===== src/rtl/axi_ddr3_pkg.sv =====
// Shared AXI constants and FSM encoding for the axi_ddr3_lite initiator side.
package axi_ddr3_pkg;

    localparam logic [1:0] RespOkay   = 2'b00;
    localparam logic [1:0] RespExokay = 2'b01;
    localparam logic [1:0] RespSlverr = 2'b10;
    localparam logic [1:0] RespDecerr = 2'b11;

    localparam logic [3:0] AxiId        = 4'd0;
    localparam logic [1:0] AxiBurstIncr = 2'b01;

    // Wide enough that an over-long read burst cannot wrap before the error sticks.
    localparam int unsigned BeatCntW = 8;

    // AXI LEN field for one 128-bit transfer at the given data width.
    function automatic logic [7:0] axi_len(input int unsigned width);
        return 8'(128 / width - 1);
    endfunction

    typedef enum logic [2:0] {
        StIdle,
        StWaddr,
        StWdata,
        StWresp,
        StRaddr,
        StRdata,
        StDone
    } state_t;

endpackage


===== src/rtl/axi_beat_packer.sv =====
// Splits a 128-bit word into WIDTH-bit write beats and gathers read beats back
// into a 128-bit word; owns the shared beat counter.
module axi_beat_packer
    import axi_ddr3_pkg::*;
#(
    parameter int unsigned WIDTH = 32
) (
    input  logic                  clock,
    input  logic                  reset,
    input  logic                  load,
    input  logic [127:0]          load_data,
    input  logic [15:0]           load_mask,
    input  logic                  w_advance,
    input  logic                  r_shift,
    input  logic [WIDTH-1:0]      r_data,
    output logic [WIDTH-1:0]      w_data,
    output logic [WIDTH/8-1:0]    w_strb,
    output logic                  w_last,
    output logic [BeatCntW-1:0]   beat_cnt,
    output logic [127:0]          r_word
);

    localparam int unsigned StrbW = WIDTH / 8;
    localparam logic [BeatCntW-1:0] LastBeat = BeatCntW'(axi_len(WIDTH));

    logic [127:0]          w_word_q;
    logic [15:0]           w_mask_q;
    logic                  w_last_q;
    logic [BeatCntW-1:0]   cnt_q;
    logic [BeatCntW-1:0]   cnt_inc;
    logic [127:0]          r_word_q;
    logic [127:0]          r_word_next;

    assign cnt_inc = cnt_q + BeatCntW'(1);

    // New beats enter at the top so beat 0 ends up in the low bits.
    always_comb begin
        r_word_next = r_word_q >> WIDTH;
        r_word_next[127 -: WIDTH] = r_data;
    end

    always_ff @(posedge clock) begin
        if (reset) begin
            w_word_q <= '0;
            w_mask_q <= '0;
            w_last_q <= 1'b0;
            cnt_q    <= '0;
            r_word_q <= '0;
        end else if (load) begin
            w_word_q <= load_data;
            w_mask_q <= load_mask;
            w_last_q <= (LastBeat == '0);
            cnt_q    <= '0;
        end else if (w_advance) begin
            w_word_q <= w_word_q >> WIDTH;
            w_mask_q <= w_mask_q >> StrbW;
            w_last_q <= (cnt_inc == LastBeat);
            cnt_q    <= cnt_inc;
        end else if (r_shift) begin
            r_word_q <= r_word_next;
            cnt_q    <= cnt_inc;
        end
    end

    assign w_data   = w_word_q[WIDTH-1:0];
    assign w_strb   = w_mask_q[StrbW-1:0];
    assign w_last   = w_last_q;
    assign beat_cnt = cnt_q;
    assign r_word   = r_word_q;

endmodule


===== src/rtl/axi_burst_initiator.sv =====
// AXI4 initiator: one 128-bit store or fetch becomes a single INCR burst of
// 128/WIDTH beats; one transaction in flight, all outputs registered.
module axi_burst_initiator
    import axi_ddr3_pkg::*;
#(
    parameter int unsigned WIDTH = 32,
    parameter int unsigned ADDRS = 32
) (
    input  logic                clock,
    input  logic                reset,
    input  logic                req_valid_i,
    output logic                req_ready_o,
    input  logic                req_write_i,
    input  logic [ADDRS-1:0]    req_addr_i,
    input  logic [15:0]         req_mask_i,
    input  logic [127:0]        req_data_i,
    output logic                rsp_valid_o,
    output logic                rsp_error_o,
    output logic [127:0]        rsp_data_o,
    output logic                axi_awvalid_o,
    input  logic                axi_awready_i,
    output logic [ADDRS-1:0]    axi_awaddr_o,
    output logic                axi_wvalid_o,
    input  logic                axi_wready_i,
    output logic                axi_wlast_o,
    output logic [WIDTH/8-1:0]  axi_wstrb_o,
    output logic [WIDTH-1:0]    axi_wdata_o,
    input  logic                axi_bvalid_i,
    output logic                axi_bready_o,
    input  logic [1:0]          axi_bresp_i,
    output logic                axi_arvalid_o,
    input  logic                axi_arready_i,
    output logic [ADDRS-1:0]    axi_araddr_o,
    input  logic                axi_rvalid_i,
    output logic                axi_rready_o,
    input  logic                axi_rlast_i,
    input  logic [1:0]          axi_rresp_i,
    input  logic [WIDTH-1:0]    axi_rdata_i
);

    localparam logic [BeatCntW-1:0] LastBeat = BeatCntW'(axi_len(WIDTH));
    localparam logic [ADDRS-1:0]    LineMask = {{(ADDRS-4){1'b1}}, 4'b0000};

    state_t               state_q, state_d;
    logic                 err_q, err_d;
    logic [ADDRS-1:0]     addr_q;
    logic                 req_ready_q;
    logic                 awvalid_q;
    logic                 wvalid_q;
    logic                 bready_q;
    logic                 arvalid_q;
    logic                 rready_q;
    logic                 rsp_valid_q;

    logic                 load;
    logic                 w_advance;
    logic                 r_shift;
    logic                 w_last;
    logic [BeatCntW-1:0]  beat_cnt;

    always_comb begin
        state_d   = state_q;
        err_d     = err_q;
        load      = 1'b0;
        w_advance = 1'b0;
        r_shift   = 1'b0;

        unique case (state_q)
            StIdle: begin
                if (req_valid_i && req_ready_q) begin
                    load    = 1'b1;
                    err_d   = 1'b0;
                    state_d = req_write_i ? StWaddr : StRaddr;
                end
            end
            StWaddr: begin
                if (awvalid_q && axi_awready_i) begin
                    state_d = StWdata;
                end
            end
            StWdata: begin
                if (wvalid_q && axi_wready_i) begin
                    w_advance = 1'b1;
                    if (w_last) begin
                        state_d = StWresp;
                    end
                end
            end
            StWresp: begin
                if (bready_q && axi_bvalid_i) begin
                    if (axi_bresp_i != RespOkay) begin
                        err_d = 1'b1;
                    end
                    state_d = StDone;
                end
            end
            StRaddr: begin
                if (arvalid_q && axi_arready_i) begin
                    state_d = StRdata;
                end
            end
            StRdata: begin
                if (rready_q && axi_rvalid_i) begin
                    r_shift = 1'b1;
                    if (axi_rresp_i != RespOkay) begin
                        err_d = 1'b1;
                    end
                    if (axi_rlast_i) begin
                        // A short burst is an error; an over-long one was flagged already.
                        if (beat_cnt != LastBeat) begin
                            err_d = 1'b1;
                        end
                        state_d = StDone;
                    end else if (beat_cnt >= LastBeat) begin
                        err_d = 1'b1;
                    end
                end
            end
            StDone: begin
                state_d = StIdle;
            end
            default: begin
                state_d = StIdle;
            end
        endcase
    end

    // Handshake outputs are registered from the next state so each one is a flop.
    always_ff @(posedge clock) begin
        if (reset) begin
            state_q     <= StIdle;
            err_q       <= 1'b0;
            addr_q      <= '0;
            req_ready_q <= 1'b0;
            awvalid_q   <= 1'b0;
            wvalid_q    <= 1'b0;
            bready_q    <= 1'b0;
            arvalid_q   <= 1'b0;
            rready_q    <= 1'b0;
            rsp_valid_q <= 1'b0;
        end else begin
            state_q     <= state_d;
            err_q       <= err_d;
            if (load) begin
                addr_q <= req_addr_i & LineMask;
            end
            req_ready_q <= (state_d == StIdle);
            awvalid_q   <= (state_d == StWaddr);
            wvalid_q    <= (state_d == StWdata);
            bready_q    <= (state_d == StWresp);
            arvalid_q   <= (state_d == StRaddr);
            rready_q    <= (state_d == StRdata);
            rsp_valid_q <= (state_d == StDone);
        end
    end

    axi_beat_packer #(
        .WIDTH (WIDTH)
    ) u_packer (
        .clock     (clock),
        .reset     (reset),
        .load      (load),
        .load_data (req_data_i),
        .load_mask (req_mask_i),
        .w_advance (w_advance),
        .r_shift   (r_shift),
        .r_data    (axi_rdata_i),
        .w_data    (axi_wdata_o),
        .w_strb    (axi_wstrb_o),
        .w_last    (w_last),
        .beat_cnt  (beat_cnt),
        .r_word    (rsp_data_o)
    );

    assign req_ready_o   = req_ready_q;
    assign rsp_valid_o   = rsp_valid_q;
    assign rsp_error_o   = err_q;
    assign axi_awvalid_o = awvalid_q;
    assign axi_awaddr_o  = addr_q;
    assign axi_wvalid_o  = wvalid_q;
    assign axi_wlast_o   = w_last;
    assign axi_bready_o  = bready_q;
    assign axi_arvalid_o = arvalid_q;
    assign axi_araddr_o  = addr_q;
    assign axi_rready_o  = rready_q;

endmodule

===== config.mk =====
export PLATFORM = sky130hd
export DESIGN_NAME = axi_burst_initiator
export DESIGN_NICKNAME = d
export VERILOG_FILES = /design/src/rtl/axi_ddr3_pkg.sv /design/src/rtl/axi_beat_packer.sv /design/src/rtl/axi_burst_initiator.sv
export SDC_FILE = /design/constraint.sdc
export NUM_CORES = 1
export LEC_CHECK = 0
export CORE_MARGIN = 2
export CORE_UTILIZATION = 23
export CTS_BUF_LIST = sky130_fd_sc_hd__clkbuf_8
export DETAILED_ROUTE_END_ITERATION = 10
export PLACE_DENSITY = 0.5
export SETUP_SLACK_MARGIN = 0.5
export SLEW_MARGIN = 25
export SYNTH_ARGS = -nofsm -noshare
export SYNTH_HDL_FRONTEND = slang
export SYNTH_SLANG_ARGS = --single-unit

===== constraint.sdc =====
create_clock -name clock -period 3.2 [get_ports clock]
set_clock_uncertainty 0.1 [all_clocks]
set_input_delay 0.64 -clock clock [delete_from_list [all_inputs] [get_ports clock]]
set_output_delay 0.64 -clock clock [all_outputs]
set_load 0.005 [all_outputs]

==> impl_metrics.yaml <==
outcome:
  status: "complete, no violations"
yosys:
  yosys.area_share.simple_pct: 19.6
  syn_area_mm2: 0.0125
  synthAdderAreaFrac_pct: 0.200
  yosysWarnings: 0
  yosysTopAreaCell: "dfxtp_1"
  synth_top_family_by_area: "simple AND/OR/NAND/NOR gates"
  synth.top_cell.area_share_pct: 51.3
  synthTopCellsByArea: "dfxtp_1, nand2_1, a21oi_1"
  synth_compound_area_share_pct: 18.9
  postSynthCellCount: 1533
  synthXorXnorAreaFrac_pct: 0.841
  synth_cell_types: 47
  yosys-mux-area-fraction_pct: 0
  synth-seq-cells: 320
  yosysSeqAreaShare_pct: 51.3
  avgSynthCellArea_um2: 8.15
cells_and_area:
  fin_cells: 2606
  num_antenna_cells: 0
  n_fill_cell: 5675
  drive_gt1_share_pct: 5.81
  nets: 2094
  layout_commonest_cell: "nand2_1"
  seq_area_mm2: 0.00641
  multi_input_area_mm2: 0.00498
  area_delta_synth_final_pct: 45.7
  final_cell_mix: "nand2_1, clkdlybuf4s50_1, dfxtp_1, a21oi_1, nor2_1"
routing:
  wire_per_inst_um: 17.0
  num_vias: 11700
  drt_iter0_drc: 726
  wirelength_mm: 44.3
  drtPass1Iterations: 5
  drt.antenna.violating_nets: 0
  route.detailed.drc: 0
  vias_per_cell: 4.49
placed_design:
  place_inst: 2505
  port_buffers: 446
  gp_congestion: 0.765
  dp_hpwl_mm: 29.6
sta:
  fin_crit_sh_pct: 74.4
  worstMarginPinSlew_ns: 0.783
  fin_crit_ns: 2.38
  setup_tns_ns: 0
  holdWs_ns: 0.310
  finalHoldViolCount: 0
  slew_headroom_pct: 47.8
  maxSlewViolCount: 0
  rsz0062_at_grt: "false"
  timing.fmax_mhz: 420
  setup_violations: 0
power_and_ir_drop:
  peakVddDrop_uv: 270
  powerDensity_mw_per_mm2: 503
  sw_frac_of_total_pct: 25.2
  p_leak_uw: 0.00616
  power_switching_uw: 2310
  power_frac_comb_pct: 11.2
  pwr-share-seq_pct: 46.5
  power_uw: 9160
  p_int_uw: 6850
  clkPwrFrac_pct: 42.3
worst_setup_path:
  cp_top_family: "buffers and inverters"
  path_buf_inv: 1
  crit_type: "reg -> out"
  reg2reg_depth: 6
  required_ns: 2.46
  r2r_end: "u_packer.w_word_q[72]"
  cp.arrival_ns: 1.64
  reg2reg_slack_ns: 0.95
  slowest_stage: "clkdlybuf4s50_1"
  r2r-start: "state_q[2]"
  path_cells: "clkdlybuf4s50_1"
  cp_slowest_stage_delay_ns: 0.60
  critPathMaxFanout: 3
  cp-start-kind: "flop"
  startpoint: "axi_wvalid_o"
  endpoint_kind: "primary output"
grt:
  antenna_found_initial: 5
  grt_pass1_wl_mm: 68.1
  grt_usage_pct: 15.2
  grt_pass1_vias: 11700
  grt_remaining_overflow: 0
  grt_max_degree: 129
clocking:
  cts.clk_slew.worst_paths_ns: 0.06
  numCtsBuffers: 59
  cts.sinks: 320
  cts_tree: "done"
  postCtsSetupBuffers: 0
  holdBufCountCts: 0
  clockBufferDepth: 3
  htree_levels: 2
  cts_resized: 0
  clock_latency_ns: 0.64
  root_buffer: "clkbuf_8"
floorplan:
  core_mm2: 0.0538
  die_width_um: 237
  dieArea_mm2: 0.0562
  io_pins: 459
  row_count: 85
  initial_core_util_pct: 23.2
  die_y_um: 237
worst_hold_path:
  hp-start: "reset"
  hold_path_class: "in -> reg"
  hold_depth: 2
  min_to: "state_q[0]"
flow_run:
  cap_violations: 0
[cell families after synthesis]
family	Yosys count
DFF	320
and+or+nand+nor	623
other	1
buffers and inverters	201
xor gates and xnor gates	12
AOI/OAI and AO/OA	374
adders and majority gates	2
[layout make-up]
type	count	share of cell area [%]
clock buffer	70	5.29
tap	696	4.78
sequential	320	35.2
inverter	3	0.0619
clock inverter	31	1.00
timing repair buffer	467	26.3
multi-input combinational	1019	27.4
[layer usage]
layer | part of all wire (%) | global-route usage (%)
met5 | 0.14 | 0
met3 | 11 | 7.25
met4 | 1.8 | 4.08
met2 | 45 | 24.3
met1 | 42 | 18.4
[power by group through the flow]
stage / registers [µW] / logic (µW) / clock network [µW]
finish: 4260 / 1030 / 3870
global route: 4280 / 1130 / 4210
CTS: 4260 / 1050 / 4060
detailed placement: 4350 / 1040 / 0
global placement: 4340 / 1030 / 0
floorplan: 4320 / 536 / 0
[metrics by stage]
step | utilization, % | cell area, µm² | worst slack [ns]
after CTS | 33.8 | 18200 | 0.694
after floorplan | - | 12500 | 1.43
final | 33.8 | 18200 | 0.818
after detailed placement | 31.7 | 17100 | 0.507
after global routing | 33.8 | 18200 | 0.696
after global placement | 31.7 | 17100 | 0.555
[flip-flops by register name, summed over array words and instances (netlist names), 3 cells and up]
name / count
state_q: 3
u_packer.r_word: 128
u_packer.w_word_q: 128
axi_araddr_o: 28
u_packer.w_mask_q: 16
u_packer.beat_cnt: 8
[synth_stat cells (all sizes together)]
| cell type | n |
|---|---|
| nor2 | 113 |
| nand4 | 4 |
| xnor2 | 7 |
| a311oi | 57 |
| and4b | 2 |
| nand2 | 483 |
| nand3 | 3 |
| a211oi | 2 |
| o21ai | 5 |
| a21oi | 213 |
| and2b | 1 |
| inv | 3 |
| a21o | 1 |
| a32o | 1 |
| a2111o | 1 |
| and4 | 3 |
| a41oi | 1 |
| nor3 | 1 |
| clkbuf | 60 |
| dfxtp | 320 |
| a22oi | 88 |
| nand3b | 1 |
| and3 | 4 |
| nor4b | 1 |
| ha | 2 |
| nor2b | 1 |
| a22o | 1 |
| a31oi | 1 |
| nand2b | 1 |
| nor4bb | 1 |
| buf | 138 |
| nand4b | 1 |
| conb | 1 |
| nor4 | 1 |
| nor3b | 1 |
| a41o | 1 |
| o2111ai | 2 |
| xor2 | 5 |
| or2 | 1 |
[worst max-delay path by stage]
stage | to | cells past startpoint
4_1_cts | axi_wvalid_o | 1
3_3_place_gp | u_packer.w_word_q[104] | 6
6_report | axi_wvalid_o | 1
3_5_place_dp | u_packer.w_word_q[82] | 6
5_1_grt | axi_wvalid_o | 1
2_1_floorplan | axi_arvalid_o | 5
Note: power is estimated with default switching activity, not from simulation.
==> RTL change (same flow settings) <==
`WIDTH` is set to 32 in 2 places; all go to 64.
--- a/src/rtl/axi_beat_packer.sv
+++ b/src/rtl/axi_beat_packer.sv
@@ -4,5 +4,5 @@
     import axi_ddr3_pkg::*;
 #(
-    parameter int unsigned WIDTH = 32
+    parameter int unsigned WIDTH = 64
 ) (
     input  logic                  clock,
--- a/src/rtl/axi_burst_initiator.sv
+++ b/src/rtl/axi_burst_initiator.sv
@@ -4,5 +4,5 @@
     import axi_ddr3_pkg::*;
 #(
-    parameter int unsigned WIDTH = 32,
+    parameter int unsigned WIDTH = 64,
     parameter int unsigned ADDRS = 32
 ) (
Interface: changed (resized axi_rdata_i, axi_wdata_o and axi_wstrb_o); port bits go from 459 to 527. The function was not compared with the original's and may differ.
==> RTL change against the original RTL <==
Worst hold slack got worse by 0.040 ns. Cell area rose by 2.3%. Utilization rose by 1.4 points. Via count fell by 2.1%. Sequential cell count did not move. Largest power group unchanged. Non-clock buffer count rose by 73. Routed wire length fell by 2.2%. Cell count fell by 0.31%. Synthesized area fell by 1.1%. Largest cell class unchanged. Total power fell by 0.98%. Setup slack got worse by 0.061 ns. Synthesized cell count fell by 3.5%.
==> RTL change: results <==
[outcome]
run_status = complete, no violations

[global_route]
grt_start_max_net_pins = 82
gr-usage-all-layers = 0.151
antenna_found_initial = 3
first_global_vias = 11200
wire_length_of_the_first_global_routing_pass_mm = 66.3

[critical_path]
slowest_delay_ns = 0.61
critPathLaunch = rsp_error_o
regToRegStartpoint = state_q[0]

[cts]
cts.repair.resized = 0
numCtsBuffers = 59
path_clk_slew_ns = 0.06

[power]
cell_internal_pwr_mw = 6.76
vdd.ir_drop.worst_uv = 293
leakagePower_nw = 6.30

[placement]
cell_area_reported_after_detailed_placement_mm2 = 0.0175
portBuffers = 514
routabilityCongestion = 0.753
detailedPlacementHpwl_mm = 30.2

[synthesis]
synth.yosys.seq_area_share = 0.518
post_synth_most_frequent_cells = sky130_fd_sc_hd__nand2_1 (396), sky130_fd_sc_hd__dfxtp_1 (320), sky130_fd_sc_hd__a21oi_1 (237), sky130_fd_sc_hd__a22oi_1 (144), sky130_fd_sc_hd__buf_4 (111)
yosys_warnings = 0
count_of_different_cell_masters_after_synthesis = 44
synth_edf_count = 0
synth_area_leaders = sky130_fd_sc_hd__dfxtp_1 (52%), sky130_fd_sc_hd__nand2_1 (12%), sky130_fd_sc_hd__a21oi_1 (9.6%)

[layout]
num-fill-cells = 5507
layout-area-overhead-vs-synth_pct = 50.6
nNetsFinal = 2124
drive_above_1_share = 0.0618

[sta]
tightest_slew_ns = 0.677

[routing]
vias_per_cell = 4.41
detail_route.wl_per_cell_um = 16.7
initialDrtViolationCount = 603
[RTL change: cell types whose count changed in the layout (fill, tap and decap cells not counted), moves of 21 or more]
cell / before / now
sky130_fd_sc_hd__nor2_1: 111 / 90
sky130_fd_sc_hd__a21oi_1: 213 / 237
sky130_fd_sc_hd__a311oi_1: 57 / 0
sky130_fd_sc_hd__clkdlybuf4s50_1: 445 / 513
sky130_fd_sc_hd__a22oi_1: 88 / 144
sky130_fd_sc_hd__nand2_1: 483 / 396
[RTL change: power by group through the flow]
stage | sequential (mW) | clock (mW) | combinational, mW
detailed placement | 4.31 | 0 | 1.11
global placement | 4.31 | 0 | 1.10
global route | 4.24 | 4.10 | 1.20
floorplan | 4.28 | 0 | 0.549
finish | 4.23 | 3.75 | 1.10
CTS | 4.23 | 3.92 | 1.11
[RTL change: path summary, 6_finish.rpt]
path | end | slack (ns) | depth (start not counted)
min reg2reg | u_packer.r_word[55] | 0.35 | 2
max | rsp_error_o | 0.76 | 1
max reg2reg | u_packer.w_word_q[36] | 1.05 | 5
min | axi_araddr_o[31] | 0.27 | 2
[RTL change: through the flow]
step / setup WS, ns / instances / hold slack, ns
3_5_place_dp: 0.334 / 2494 / 0.345
5_1_grt: 0.648 / 2598 / 0.250
2_1_floorplan: 1.30 / 1487 / 0.337
3_3_place_gp: 0.363 / 2494 / 0.341
6_report: 0.757 / 2598 / 0.270
4_1_cts: 0.678 / 2597 / 0.223
[RTL change: layout make-up]
cell class,count,area share
flip-flops and latches,320,0.344
repair buffers,540,0.297
multi-input cells,943,0.252
clock buffers,67,0.0495
well taps,688,0.0462
clock inverters,36,0.0105
inverters,3,0.000605
diodes,1,0.000134
[RTL change: cells by family (layout without fill, tap and decap cells)]
| group | count (synthesis) | after routing | share of synthesized area |
|---|---|---|---|
| buffers and inverters | 224 | 646 | 0.106 |
| DFF | 320 | 320 | 0.518 |
| xor gates and xnor gates | 13 | 13 | 0.00921 |
| and+or+nand+nor | 518 | 518 | 0.166 |
| AOI/OAI and AO/OA | 401 | 401 | 0.196 |
| other | 1 | 9 | 0.000303 |
| adders and majority gates | 3 | 3 | 0.00304 |
[RTL change: routing by layer]
layer | share of wire | GRT usage | vias up
met2 | 0.48 | 0.257 | 427
met3 | 0.11 | 0.0697 | 75
li1 | - | - | 5641
met1 | 0.39 | 0.167 | 5310
met5 | 0.00053 | 0 | -
met4 | 0.022 | 0.0442 | 4
